[src/rtl/sram_port_arbiter.sv]
// sram_port_arbiter
// Shares one single-port SRAM (1-cycle read latency) between an instruction
// fetch port and a load/store port. Grants are combinational in the request
// cycle, and the response (done/rdata) comes back exactly one cycle later.
// Data accesses normally win. An instruction fetch that keeps losing is
// forced through after STARVE_LIMIT consecutive data grants.
//
// owner state | meaning
// ------------+-------------------------------------------------------------
// OWN_NONE    | no access was issued last cycle; both done outputs low
// OWN_INST    | last cycle's access was a fetch; sram_rdata belongs to inst
// OWN_DATA    | last cycle's access was a load/store; sram_rdata to data port
module sram_port_arbiter #(
   parameter int unsigned STARVE_LIMIT = 4
) (
   input  logic        clk,
   input  logic        rst,

   input  logic        inst_req,
   input  logic [31:0] inst_addr,
   output logic        inst_gnt,
   output logic        inst_done,
   output logic [31:0] inst_rdata,

   input  logic        data_req,
   input  logic [3:0]  data_wen,
   input  logic [31:0] data_addr,
   input  logic [31:0] data_wdata,
   output logic        data_gnt,
   output logic        data_done,
   output logic [31:0] data_rdata,

   output logic        sram_en,
   output logic [3:0]  sram_wen,
   output logic [31:0] sram_addr,
   output logic [31:0] sram_wdata,
   input  logic [31:0] sram_rdata,

   output logic        stallreq_for_mem
);

   localparam logic [1:0] OWN_NONE = 2'd0;
   localparam logic [1:0] OWN_INST = 2'd1;
   localparam logic [1:0] OWN_DATA = 2'd2;

   localparam logic [3:0] STARVE_MAX = 4'(STARVE_LIMIT);

   logic [1:0] owner_q,      owner_d;
   logic [3:0] starve_cnt_q, starve_cnt_d;
   logic       inst_win;

   // Grant decision: data first unless the fetch has waited out its budget.
   // Reset blocks every grant so nothing reaches the SRAM during reset.
   always_comb begin
      inst_win = inst_req & (~data_req | (starve_cnt_q == STARVE_MAX));
      inst_gnt = ~rst & inst_win;
      data_gnt = ~rst & data_req & ~inst_win;
   end

   // Steer the granted port onto the SRAM; fetches never write.
   always_comb begin
      sram_en    = 1'b0;
      sram_wen   = 4'h0;
      sram_addr  = 32'h0;
      sram_wdata = 32'h0;
      if (inst_gnt) begin
         sram_en   = 1'b1;
         sram_addr = inst_addr;
      end else if (data_gnt) begin
         sram_en    = 1'b1;
         sram_wen   = data_wen;
         sram_addr  = data_addr;
         sram_wdata = data_wdata;
      end
   end

   // Any waiting request that did not get the SRAM this cycle stalls the pipe.
   always_comb begin
      stallreq_for_mem = ~rst & ((inst_req & ~inst_gnt) | (data_req & ~data_gnt));
   end

   // Next owner and starvation count.
   always_comb begin
      owner_d = OWN_NONE;
      if (inst_gnt) begin
         owner_d = OWN_INST;
      end else if (data_gnt) begin
         owner_d = OWN_DATA;
      end

      starve_cnt_d = starve_cnt_q;
      if (~inst_req | inst_gnt) begin
         starve_cnt_d = 4'h0;
      end else if (data_gnt && (starve_cnt_q != STARVE_MAX)) begin
         starve_cnt_d = starve_cnt_q + 4'h1;
      end
   end

   // Route the SRAM read data to whichever port owned last cycle's access.
   // Reset masks a response still in flight from the cycle before reset.
   always_comb begin
      inst_done  = ~rst & (owner_q == OWN_INST);
      data_done  = ~rst & (owner_q == OWN_DATA);
      inst_rdata = inst_done ? sram_rdata : 32'h0;
      data_rdata = data_done ? sram_rdata : 32'h0;
   end

   // State registers with synchronous reset.
   always_ff @(posedge clk) begin
      if (rst) begin
         owner_q      <= OWN_NONE;
         starve_cnt_q <= 4'h0;
      end else begin
         owner_q      <= owner_d;
         starve_cnt_q <= starve_cnt_d;
      end
   end

endmodule
[config.mk]
export PLATFORM = sky130hd
export DESIGN_NAME = sram_port_arbiter
export DESIGN_NICKNAME = d
export VERILOG_FILES = /design/src/rtl/sram_port_arbiter.sv
export SDC_FILE = /design/constraint.sdc
export NUM_CORES = 1
export LEC_CHECK = 0
export ABC_AREA = 0
export BUFFER_PORTS_ARGS = -buffer_cell sky130_fd_sc_hd__buf_2
export CAP_MARGIN = 0
export CORE_AREA = 2 2 105 107
export CTS_CLUSTER_DIAMETER = 120
export DETAILED_ROUTE_END_ITERATION = 7
export DIE_AREA = 0 0 107 109
export GPL_ROUTABILITY_DRIVEN = 0
export PLACE_DENSITY_LB_ADDON = 0.05
export SLEW_MARGIN = 20
export SYNTH_ARGS = -nofsm -noshare
export SYNTH_HDL_FRONTEND = slang
export SYNTH_SLANG_ARGS = --single-unit
[constraint.sdc]
create_clock -name clk -period 1.9 [get_ports clk]
set_clock_uncertainty 0.05 [all_clocks]
set_input_delay 0.285 -clock clk [delete_from_list [all_inputs] [get_ports clk]]
set_output_delay 0.285 -clock clk [all_outputs]
set_load 0.005 [all_outputs]
==> reports/results.ini, run 1 <==
[status]
status = finished with violations
violations = setup timing

[critical_path]
reg2reg_depth = 5
r2r_setup_slack_ns = 0.77
r2r-start = starve_cnt_q[0]$_SDFFE_PP0P_
path_buf_inv = 3
startpoint = starve_cnt_q[0]$_SDFFE_PP0P_
crit_family = compound AO/OA/AOI/OAI gates
critical_path_class = flip-flop to primary output
r2r_end = owner_q[1]$_SDFF_PP0_
start_kind = flip-flop
cp_slowest_cell = dfxtp_2
cp.depth = 7
slowest_delay_ns = 0.31
cp-endpoint = sram_addr[30]
crit_required_ns = 1.56
cp_cell_sequence = inv_2 > ha_4 > nand3b_4 > o211a_4 > buf_12 > a22o_2 > buf_6
worstPathMaxFanout = 35
worstSetupEndpointType = primary output
crit_arrival_ns = 1.68

[timing]
min_period_ns = 2.01
fmax_ghz = 0.497
maxSlewHeadroom = 0.853
drv_slew = 0
setup_viol = 69
fin_tns_setup_ns = -4.44
period_share = 1.06
finalHoldViolCount = 0
whs_ns = 0.307
rsz0062_at_grt = yes
setup_ws_ns = -0.114
worst_slew_pin_slew_ns = 0.219

[grt]
grt_pass1_vias = 2060
antenna_found_initial = 0
busiest_layer = met2
use_met3 = 0.0197
grt_overflow = 0
grtUsageMet1 = 0.0981
grtUsageTotal = 0.106
grt_pass1_wl_mm = 9.92
grt_max_degree = 36
gr-usage-met2 = 0.236

[synthesis]
synth-edff-count = 0
synthArstFlopShare = 0
ys_seq_area_frac = 0.0889
ys.flop_type = dfxtp_1
netlist_area_mm2 = 0.00135
synth_cell_types = 22
syn_area_per_cell_um2 = 7.59
synth-seq-cells = 6
synth_nets = 316
syn-instance-count = 178
ys.warnings.count = 0

[die]
ios = 274
initial_core_util = 0.127
die-area_mm2 = 0.0117
die_h_um = 109
core_area_mm2 = 0.0106
die_width_um = 107
rows = 38

[clocking]
root_buffer = clkbuf_8
cts_htree_levels = 1
cts_made_buffers = 3
cts.clk_slew.worst_paths_ns = 0.03
ctsHoldBuffers = 0
clockBufferDepth = 2
clkSinkCount = 6
clkLatencyLatePin_ns = 0.22
cts_tree = done

[cells_and_area]
area_delta_synth_final_pct = 149
antenna_cells = 0
layout_common_cells = 251 x buf_2, 82 x and2_1, 23 x buf_6
final_common_cell = buf_2
layout-drive-gt1-share = 0.736
layout.nets = 594

[routing]
num_vias = 2341
drt_iter0_markers = 62
wirelength_mm = 7.34
drc = 0
ant_nets = 0
dr.pass1.iters = 4
vias_per_cell = 3.94
wl_per_cell_um = 12.4

[min_path]
hold_path_class = primary input to flip-flop

[power]
p_clk_frac = 0.229
combPwrFrac = 0.612
intPower_uw = 588
switchingPower_uw = 238
power.share.sequential = 0.160
powerDensity_mw_per_mm2 = 245
power.leakage_nw = 2.05
vdd_drop_max_uv = 122
switching_share = 0.288

[job]
cap_violations = 0

[placed_design]
io_buffers = 273
dp_worst_setup_slack_ns = 0.0766
dp_hpwl_mm = 5.71

[cells in the mapped netlist, types with 2 or more instances]
| master | n | area, um^2 |
|---|---|---|
| a22o_2 | 12 | 120 |
| o211a_1 | 2 | 20.0 |
| buf_6 | 8 | 90.1 |
| inv_1 | 4 | 15.0 |
| dfxtp_1 | 6 | 120 |
| buf_2 | 3 | 15.0 |
| nor3b_1 | 2 | 15.0 |
| nor2_1 | 3 | 11.3 |
| a22o_1 | 20 | 175 |
| clkbuf_1 | 6 | 22.5 |
| and2_1 | 100 | 626 |
| ha_1 | 2 | 25.0 |
[power by group through the flow]
stage	sequential [mW]	combinational (mW)	clock (mW)
floorplan	0.133	0.157	0
global placement	0.133	0.407	0
detailed placement	0.133	0.408	0
CTS	0.132	0.483	0.191
global route	0.132	0.553	0.202
finish	0.132	0.505	0.189
[stage by stage]
| stage | util | power [mW] | instances | instance area [um^2] |
|---|---|---|---|---|
| finish | 0.317 | 0.826 | 594 | 3370 |
| global route | 0.317 | 0.887 | 594 | 3370 |
| CTS | 0.304 | 0.806 | 593 | 3230 |
| detailed placement | 0.271 | 0.541 | 580 | 2870 |
| global placement | 0.271 | 0.541 | 580 | 2870 |
| floorplan | - | 0.290 | 178 | 1350 |
[flip-flops by register name, indices dropped and copies added (netlist names)]
| name | flops |
|---|---|
| owner_q | 2 |
| starve_cnt_q | 4 |
[worst min-delay path by stage]
stage                                 startpoint                           end  depth (start not counted)
floorplan                                    rst         owner_q[0]$_SDFF_PP0_                          1
global placement    starve_cnt_q[0]$_SDFFE_PP0P_  starve_cnt_q[0]$_SDFFE_PP0P_                          2
detailed placement  starve_cnt_q[0]$_SDFFE_PP0P_  starve_cnt_q[0]$_SDFFE_PP0P_                          2
CTS                                     data_req         owner_q[0]$_SDFF_PP0_                          2
global route                                 rst         owner_q[0]$_SDFF_PP0_                          2
finish                                       rst         owner_q[0]$_SDFF_PP0_                          2
[repair_timing]
action / 4_1_cts / 5_1_grt
buffers inserted: 4 / 0
resized for setup: 30 / 24
pin swaps: 15 / 6
endpoints found under the setup margin: 69 / 71
gates cloned: 6 / 1
[per-layer routing]
layer	vias to the layer above	wire length [um]
met4	0	46
met1	1035	2240
met3	4	771
met2	153	4290
met5	-	0
li1	1149	-
[worst reg2reg max path, cell delays in order (launching register included)]
cell and delay [ns]:
dfxtp_2 0.31, inv_2 0.06, ha_4 0.14, nand3b_4 0.10, buf_4 0.16, o211a_1 0.20
[area by class of cell]
class                   count  area (um^2)
inverters                   4         15.0
multi-input cells         151         1170
fillers                  1149         7240
clock buffers               3         41.3
repair buffers            290         1840
well taps                 140          175
flip-flops and latches      6          123
[logic make-up (layout without fill, tap and decap cells)]
family,count (synthesis),in the layout,share of synthesized area
AOI/OAI and AO/OA,36,36,0.254
buffers and inverters,21,297,0.106
adders and majority gates,2,2,0.0185
and+or+nand+nor,111,111,0.520
xor gates and xnor gates,2,2,0.0130
DFF,6,6,0.0889
(Power assumes the default switching activity.)
==> run 2, diff against run 1 <==
==> constraint.sdc (replaced) <==
create_clock -name clk -period 1.9 [get_ports clk]
set_clock_uncertainty 0.05 [all_clocks]
set_input_delay 0.285 -clock clk [delete_from_list [all_inputs] [get_ports clk]]
set_output_delay 0.285 -clock clk [all_outputs]
set_load 0.01 [all_outputs]
==> reports/results.ini, run 2 (synthesized netlist as in run 1, its figures left out) <==
[timing]
maxSlewHeadroom = 0.823  ; -0.0300
rsz0062_at_grt = yes
whs_ns = 0.311  ; +0.00449 ns
setup_ws_ns = -0.130  ; -0.0164 ns
fmax_ghz = 0.493  ; -0.81%
worst_slew_pin_slew_ns = 0.265  ; +0.0459 ns
min_period_ns = 2.03  ; +0.0164 ns
period_share = 1.07  ; +0.00864
finalHoldViolCount = 0  ; unchanged
setup_viol = 70  ; +1.4%
drv_slew = 0  ; unchanged

[placed_design]
io_buffers = 273  ; unchanged
dp_cells = 581  ; +0.17%
dp_hpwl_mm = 5.76  ; +0.96%
dp_worst_setup_slack_ns = 0.0746  ; -0.00197 ns

[critical_path]
worstPathMaxFanout = 9  ; -74%
critical_path_class = flip-flop to primary output
worstSetupEndpointType = primary output
r2r-start = starve_cnt_q[0]$_SDFFE_PP0P_
cp_slowest_cell = o211a_4
reg2reg_depth = 5  ; unchanged
slowest_delay_ns = 0.34  ; +0.03 ns
crit_required_ns = 1.56  ; about the same
r2r_end = owner_q[1]$_SDFF_PP0_
crit_arrival_ns = 1.70  ; +0.02 ns
r2r_setup_slack_ns = 0.77  ; about the same
start_kind = flip-flop
cp_cell_sequence = inv_2 > ha_4 > nand3b_4 > o211a_4 > clkbuf_16 > a22o_2 > buf_6
startpoint = starve_cnt_q[0]$_SDFFE_PP0P_

[die]
core_area_mm2 = 0.0106  ; unchanged
die-area_mm2 = 0.0117  ; unchanged
initial_core_util = 0.127  ; unchanged
ios = 274  ; unchanged
rows = 38  ; unchanged
die_width_um = 107  ; unchanged
die_h_um = 109  ; unchanged

[power]
combPwrFrac = 0.651  ; +0.039
vdd_drop_max_uv = 126  ; +3.4%
power.share.sequential = 0.144  ; -0.016
switchingPower_uw = 290  ; +22%
total_power_uw = 915  ; +11%
switching_share = 0.318  ; +0.0292
p_clk_frac = 0.205  ; -0.024
powerDensity_mw_per_mm2 = 255  ; +4.0%
intPower_uw = 624  ; +6.2%
power.leakage_nw = 2.14  ; +4.3%

[cells_and_area]
area_delta_synth_final_pct = 165
largest_reg_flops = 4  ; unchanged
layout.nets = 599  ; +0.84%
final_cells = 599  ; +0.84%
layout_common_cells = 238 x buf_2, 78 x and2_1, 40 x buf_6
layout-drive-gt1-share = 0.747  ; +0.0116
top_regs = starve_cnt_q x4, owner_q x2
top_register = starve_cnt_q
antenna_cells = 0  ; unchanged
final_common_cell = buf_2

[clocking]
cts_htree_levels = 1  ; unchanged
cts_tree = done
clockBufferDepth = 2  ; unchanged
clkLatencyLatePin_ns = 0.22  ; about the same
clkSinkCount = 6  ; unchanged
cts.clk_slew.worst_paths_ns = 0.03  ; about the same
root_buffer = clkbuf_8
ctsHoldBuffers = 0  ; unchanged
cts_made_buffers = 3  ; unchanged

[job]
cap_violations = 0  ; unchanged

[routing]
wirelength_mm = 7.63  ; +4.0%
wl_per_cell_um = 12.7  ; +3.1%
drc = 0  ; unchanged
dr.pass1.iters = 4  ; unchanged
num_vias = 2363  ; +0.94%
ant_nets = 0  ; unchanged
vias_per_cell = 3.94  ; about the same
drt_iter0_markers = 43  ; -31%

[min_path]
hold-path-endpoint = owner_q[0]$_SDFF_PP0_
hold_depth = 2  ; unchanged
hold_path_class = primary input to flip-flop
hold_start = rst

[status]
status = finished with violations
violations = setup timing

[grt]
grt_max_degree = 53  ; +47%
antenna_found_initial = 0  ; unchanged
grt_pass1_wl_mm = 9.72  ; -2.0%
grt_overflow = 0  ; unchanged
grtUsageTotal = 0.103  ; -0.00280
grt_pass1_vias = 2069  ; +0.44%

==> run 2: cell types whose count changed in the layout (fill, tap and decap cells not counted) <==
cell / before / now
bufbuf_16: 1 / 0
buf_4: 4 / 3
buf_6: 23 / 40
a22o_4: 1 / 8
and2_1: 82 / 78
buf_16: 5 / 3
buf_2: 251 / 238
clkbuf_16: 1 / 6
a22o_2: 11 / 4
and2_4: 18 / 22
==> run 2: cell type report <==
type	instances	area (um^2)
multi-input cells	151	1230
flip-flops and latches	6	123
inverters	4	15.0
fillers	1148	7020
repair buffers	295	2000
well taps	140	175
clock buffers	3	41.3
==> run 2: worst max-delay path: cells and delay by family (launching register included) <==
kind                     cells  cell delay (ns)
flip-flops                   1             0.31
adder cells (fa/ha/maj)      1             0.14
AO/OA/AOI/OAI                2             0.55
AND/OR/NAND/NOR              1             0.10
buffers and inverters        3             0.37
==> run 2: power groups by stage <==
stage / Clock [mW] / Combinational, mW / Sequential, mW
2_1_floorplan: 0 / 0.198 / 0.133
3_3_place_gp: 0 / 0.451 / 0.133
3_5_place_dp: 0 / 0.451 / 0.134
4_1_cts: 0.192 / 0.507 / 0.132
5_1_grt: 0.201 / 0.646 / 0.132
6_report: 0.187 / 0.596 / 0.132
==> run 2: worst max-delay path by stage <==
stage | to | cells past startpoint | slack (ns)
global placement | sram_en | 7 | 0.09
global route | sram_addr[22] | 7 | -0.18
floorplan | sram_addr[10] | 6 | 0.17
finish | sram_addr[22] | 7 | -0.13
detailed placement | sram_addr[23] | 7 | 0.07
CTS | sram_addr[20] | 8 | -0.10
==> run 2: per-stage QoR <==
stage               area [um^2]  TNS, ns   util
finish                     3580    -6.09  0.338
CTS                        3160    -3.94  0.298
global placement           2880        0  0.271
floorplan                  1350        0      -
detailed placement         2880        0  0.271
global route               3580   -10.28  0.338
==> run 2: repair_timing <==
| item | 4_1_cts | 5_1_grt |
|---|---|---|
| setup buffers | 3 | 1 |
| endpoints found under the setup margin | 69 | 70 |
| resized for setup | 29 | 55 |
| cloned | 3 | 8 |
| pin swaps | 9 | 21 |
==> run 2: layer usage <==
layer	global-route usage	share of wire
met5	0	0
met3	0.0275	0.10
met2	0.222	0.58
met1	0.0944	0.31
met4	0.0232	0.0079
==> run 3, diff against run 2 <==
--- a/config.mk
+++ b/config.mk
@@ -7,13 +7,13 @@
 export LEC_CHECK = 0
 export ABC_AREA = 0
 export BUFFER_PORTS_ARGS = -buffer_cell sky130_fd_sc_hd__buf_2
-export CAP_MARGIN = 0
 export CORE_AREA = 2 2 105 107
 export CTS_CLUSTER_DIAMETER = 120
 export DETAILED_ROUTE_END_ITERATION = 7
 export DIE_AREA = 0 0 107 109
 export GPL_ROUTABILITY_DRIVEN = 0
 export PLACE_DENSITY_LB_ADDON = 0.05
+export SKIP_CTS_REPAIR_TIMING = 1
 export SLEW_MARGIN = 20
 export SYNTH_ARGS = -nofsm -noshare
 export SYNTH_HDL_FRONTEND = slang
==> reports/results.ini, run 3 (synthesized netlist as in run 1, its figures left out) <==
[status]
status = finished with violations
violations = setup timing

[routing]
dr.pass1.iters = 4  ; unchanged
num_vias = 2357  ; -0.25%
wl_per_cell_um = 12.8  ; +0.20%
drc = 0  ; unchanged
vias_per_cell = 3.95  ; +0.25%
ant_nets = 0  ; unchanged
wirelength_mm = 7.61  ; -0.30%
drt_iter0_markers = 52  ; +21%

[cells_and_area]
antenna_cells = 0  ; unchanged
top_register = starve_cnt_q
n_fill_cell = 1161  ; +1.1%
largest_reg_flops = 4  ; unchanged
top_regs = starve_cnt_q x4, owner_q x2
area_delta_synth_final_pct = 153
layout-drive-gt1-share = 0.735  ; -0.0126
final_common_cell = buf_2
layout_common_cells = 246 x buf_2, 83 x and2_1, 33 x buf_6
layout.nets = 596  ; -0.50%

[power]
total_power_uw = 880  ; -3.8%
switching_share = 0.322  ; +0.00450
intPower_uw = 597  ; -4.4%
switchingPower_uw = 283  ; -2.4%
combPwrFrac = 0.637  ; -0.014
power.leakage_nw = 2.07  ; -3.0%
powerDensity_mw_per_mm2 = 257  ; +0.83%
p_clk_frac = 0.213  ; +0.008
power.share.sequential = 0.150  ; +0.006
vdd_drop_max_uv = 125  ; -0.62%

[clocking]
clkLatencyLatePin_ns = 0.22  ; about the same
clkSinkCount = 6  ; unchanged
clockBufferDepth = 2  ; unchanged
root_buffer = clkbuf_8
cts_tree = done
cts_htree_levels = 1  ; unchanged
cts.clk_slew.worst_paths_ns = 0.03  ; about the same
cts_made_buffers = 3  ; unchanged

[timing]
worst_slew_pin_slew_ns = 0.258  ; -0.00684 ns
period_share = 1.08  ; +0.0145
setup_ws_ns = -0.158  ; -0.0275 ns
finalHoldViolCount = 0  ; unchanged
fin_tns_setup_ns = -6.69  ; -0.608 ns
drv_slew = 0  ; unchanged
setup_viol = 70  ; unchanged
min_period_ns = 2.06  ; +0.0275 ns
fmax_ghz = 0.486  ; -1.3%
maxSlewHeadroom = 0.827  ; +0.00401
rsz0062_at_grt = yes
whs_ns = 0.309  ; -0.00223 ns

[min_path]
hold_depth = 2  ; unchanged
hold_path_class = primary input to flip-flop

[grt]
grt_pass1_vias = 2002  ; -3.2%
grtUsageTotal = 0.0957  ; -0.00765
grt_overflow = 0  ; unchanged
antenna_found_initial = 0  ; unchanged
grt_max_degree = 53  ; unchanged
grt_pass1_wl_mm = 9.12  ; -6.2%

[critical_path]
start_kind = flip-flop
crit_required_ns = 1.56  ; about the same
worstPathMaxFanout = 8  ; -1
critical_path_class = flip-flop to primary output
worstSetupEndpointType = primary output
reg2reg_depth = 5  ; unchanged
crit_arrival_ns = 1.72  ; +0.02 ns
r2r_setup_slack_ns = 0.76  ; about the same

[die]
ios = 274  ; unchanged
die_width_um = 107  ; unchanged
initial_core_util = 0.127  ; unchanged
die-area_mm2 = 0.0117  ; unchanged
die_h_um = 109  ; unchanged
core_area_mm2 = 0.0106  ; unchanged
rows = 38  ; unchanged

[placed_design]
io_buffers = 273  ; unchanged
dp_hpwl_mm = 5.76  ; unchanged

[job]
cap_violations = 0  ; unchanged

## run 3: power by group through the flow
stage	combinational (mW)	clock (mW)	sequential, mW
2_1_floorplan	0.198	0	0.133
3_3_place_gp	0.451	0	0.133
3_5_place_dp	0.451	0	0.134
4_1_cts	0.452	0.192	0.132
5_1_grt	0.609	0.201	0.132
6_report	0.560	0.188	0.132
## run 3: final timing paths
path	start	end
worst max-delay path	starve_cnt_q[1]$_SDFFE_PP0P_	sram_addr[15]
worst min-delay path	rst	owner_q[0]$_SDFF_PP0_
worst max register to register	starve_cnt_q[1]$_SDFFE_PP0P_	owner_q[1]$_SDFF_PP0_
worst min register to register	starve_cnt_q[0]$_SDFFE_PP0P_	starve_cnt_q[0]$_SDFFE_PP0P_
## run 3: per-layer routing
metal | vias up | wire (um) | part of all wire | global-route usage
met3 | 6 | 798 | 0.10 | 0.0257
met2 | 161 | 4380 | 0.58 | 0.206
met5 | - | 0 | 0 | 0
met1 | 1036 | 2370 | 0.31 | 0.0855
li1 | 1154 | - | - | -
met4 | 0 | 60 | 0.0079 | 0.0269
## run 3: critical path, stage by stage, from the launching register on
cell and delay (ns):
dfxtp_2 0.32, inv_2 0.06, ha_4 0.14, nand3b_4 0.10
a211oi_4 0.29, buf_6 0.18, buf_6 0.14, a22o_1 0.14
buf_2 0.12
## run 3: stage by stage
step / util / worst slack, ns / area (um^2) / cells
2_1_floorplan: - / 0.171 / 1350 / 178
3_3_place_gp: 0.271 / 0.0879 / 2880 / 581
3_5_place_dp: 0.271 / 0.0746 / 2880 / 581
4_1_cts: 0.275 / -0.163 / 2920 / 584
5_1_grt: 0.323 / -0.253 / 3420 / 596
6_report: 0.323 / -0.158 / 3420 / 596
## run 3: area by class of cell
| type | count | area (um^2) | area share |
|---|---|---|---|
| tap | 140 | 175 | 0.0512 |
| inverter | 4 | 15.0 | 0.00439 |
| sequential | 6 | 123 | 0.0358 |
| clock buffer | 3 | 41.3 | 0.0121 |
| timing repair buffer | 292 | 1870 | 0.546 |
| multi-input combinational | 151 | 1200 | 0.350 |
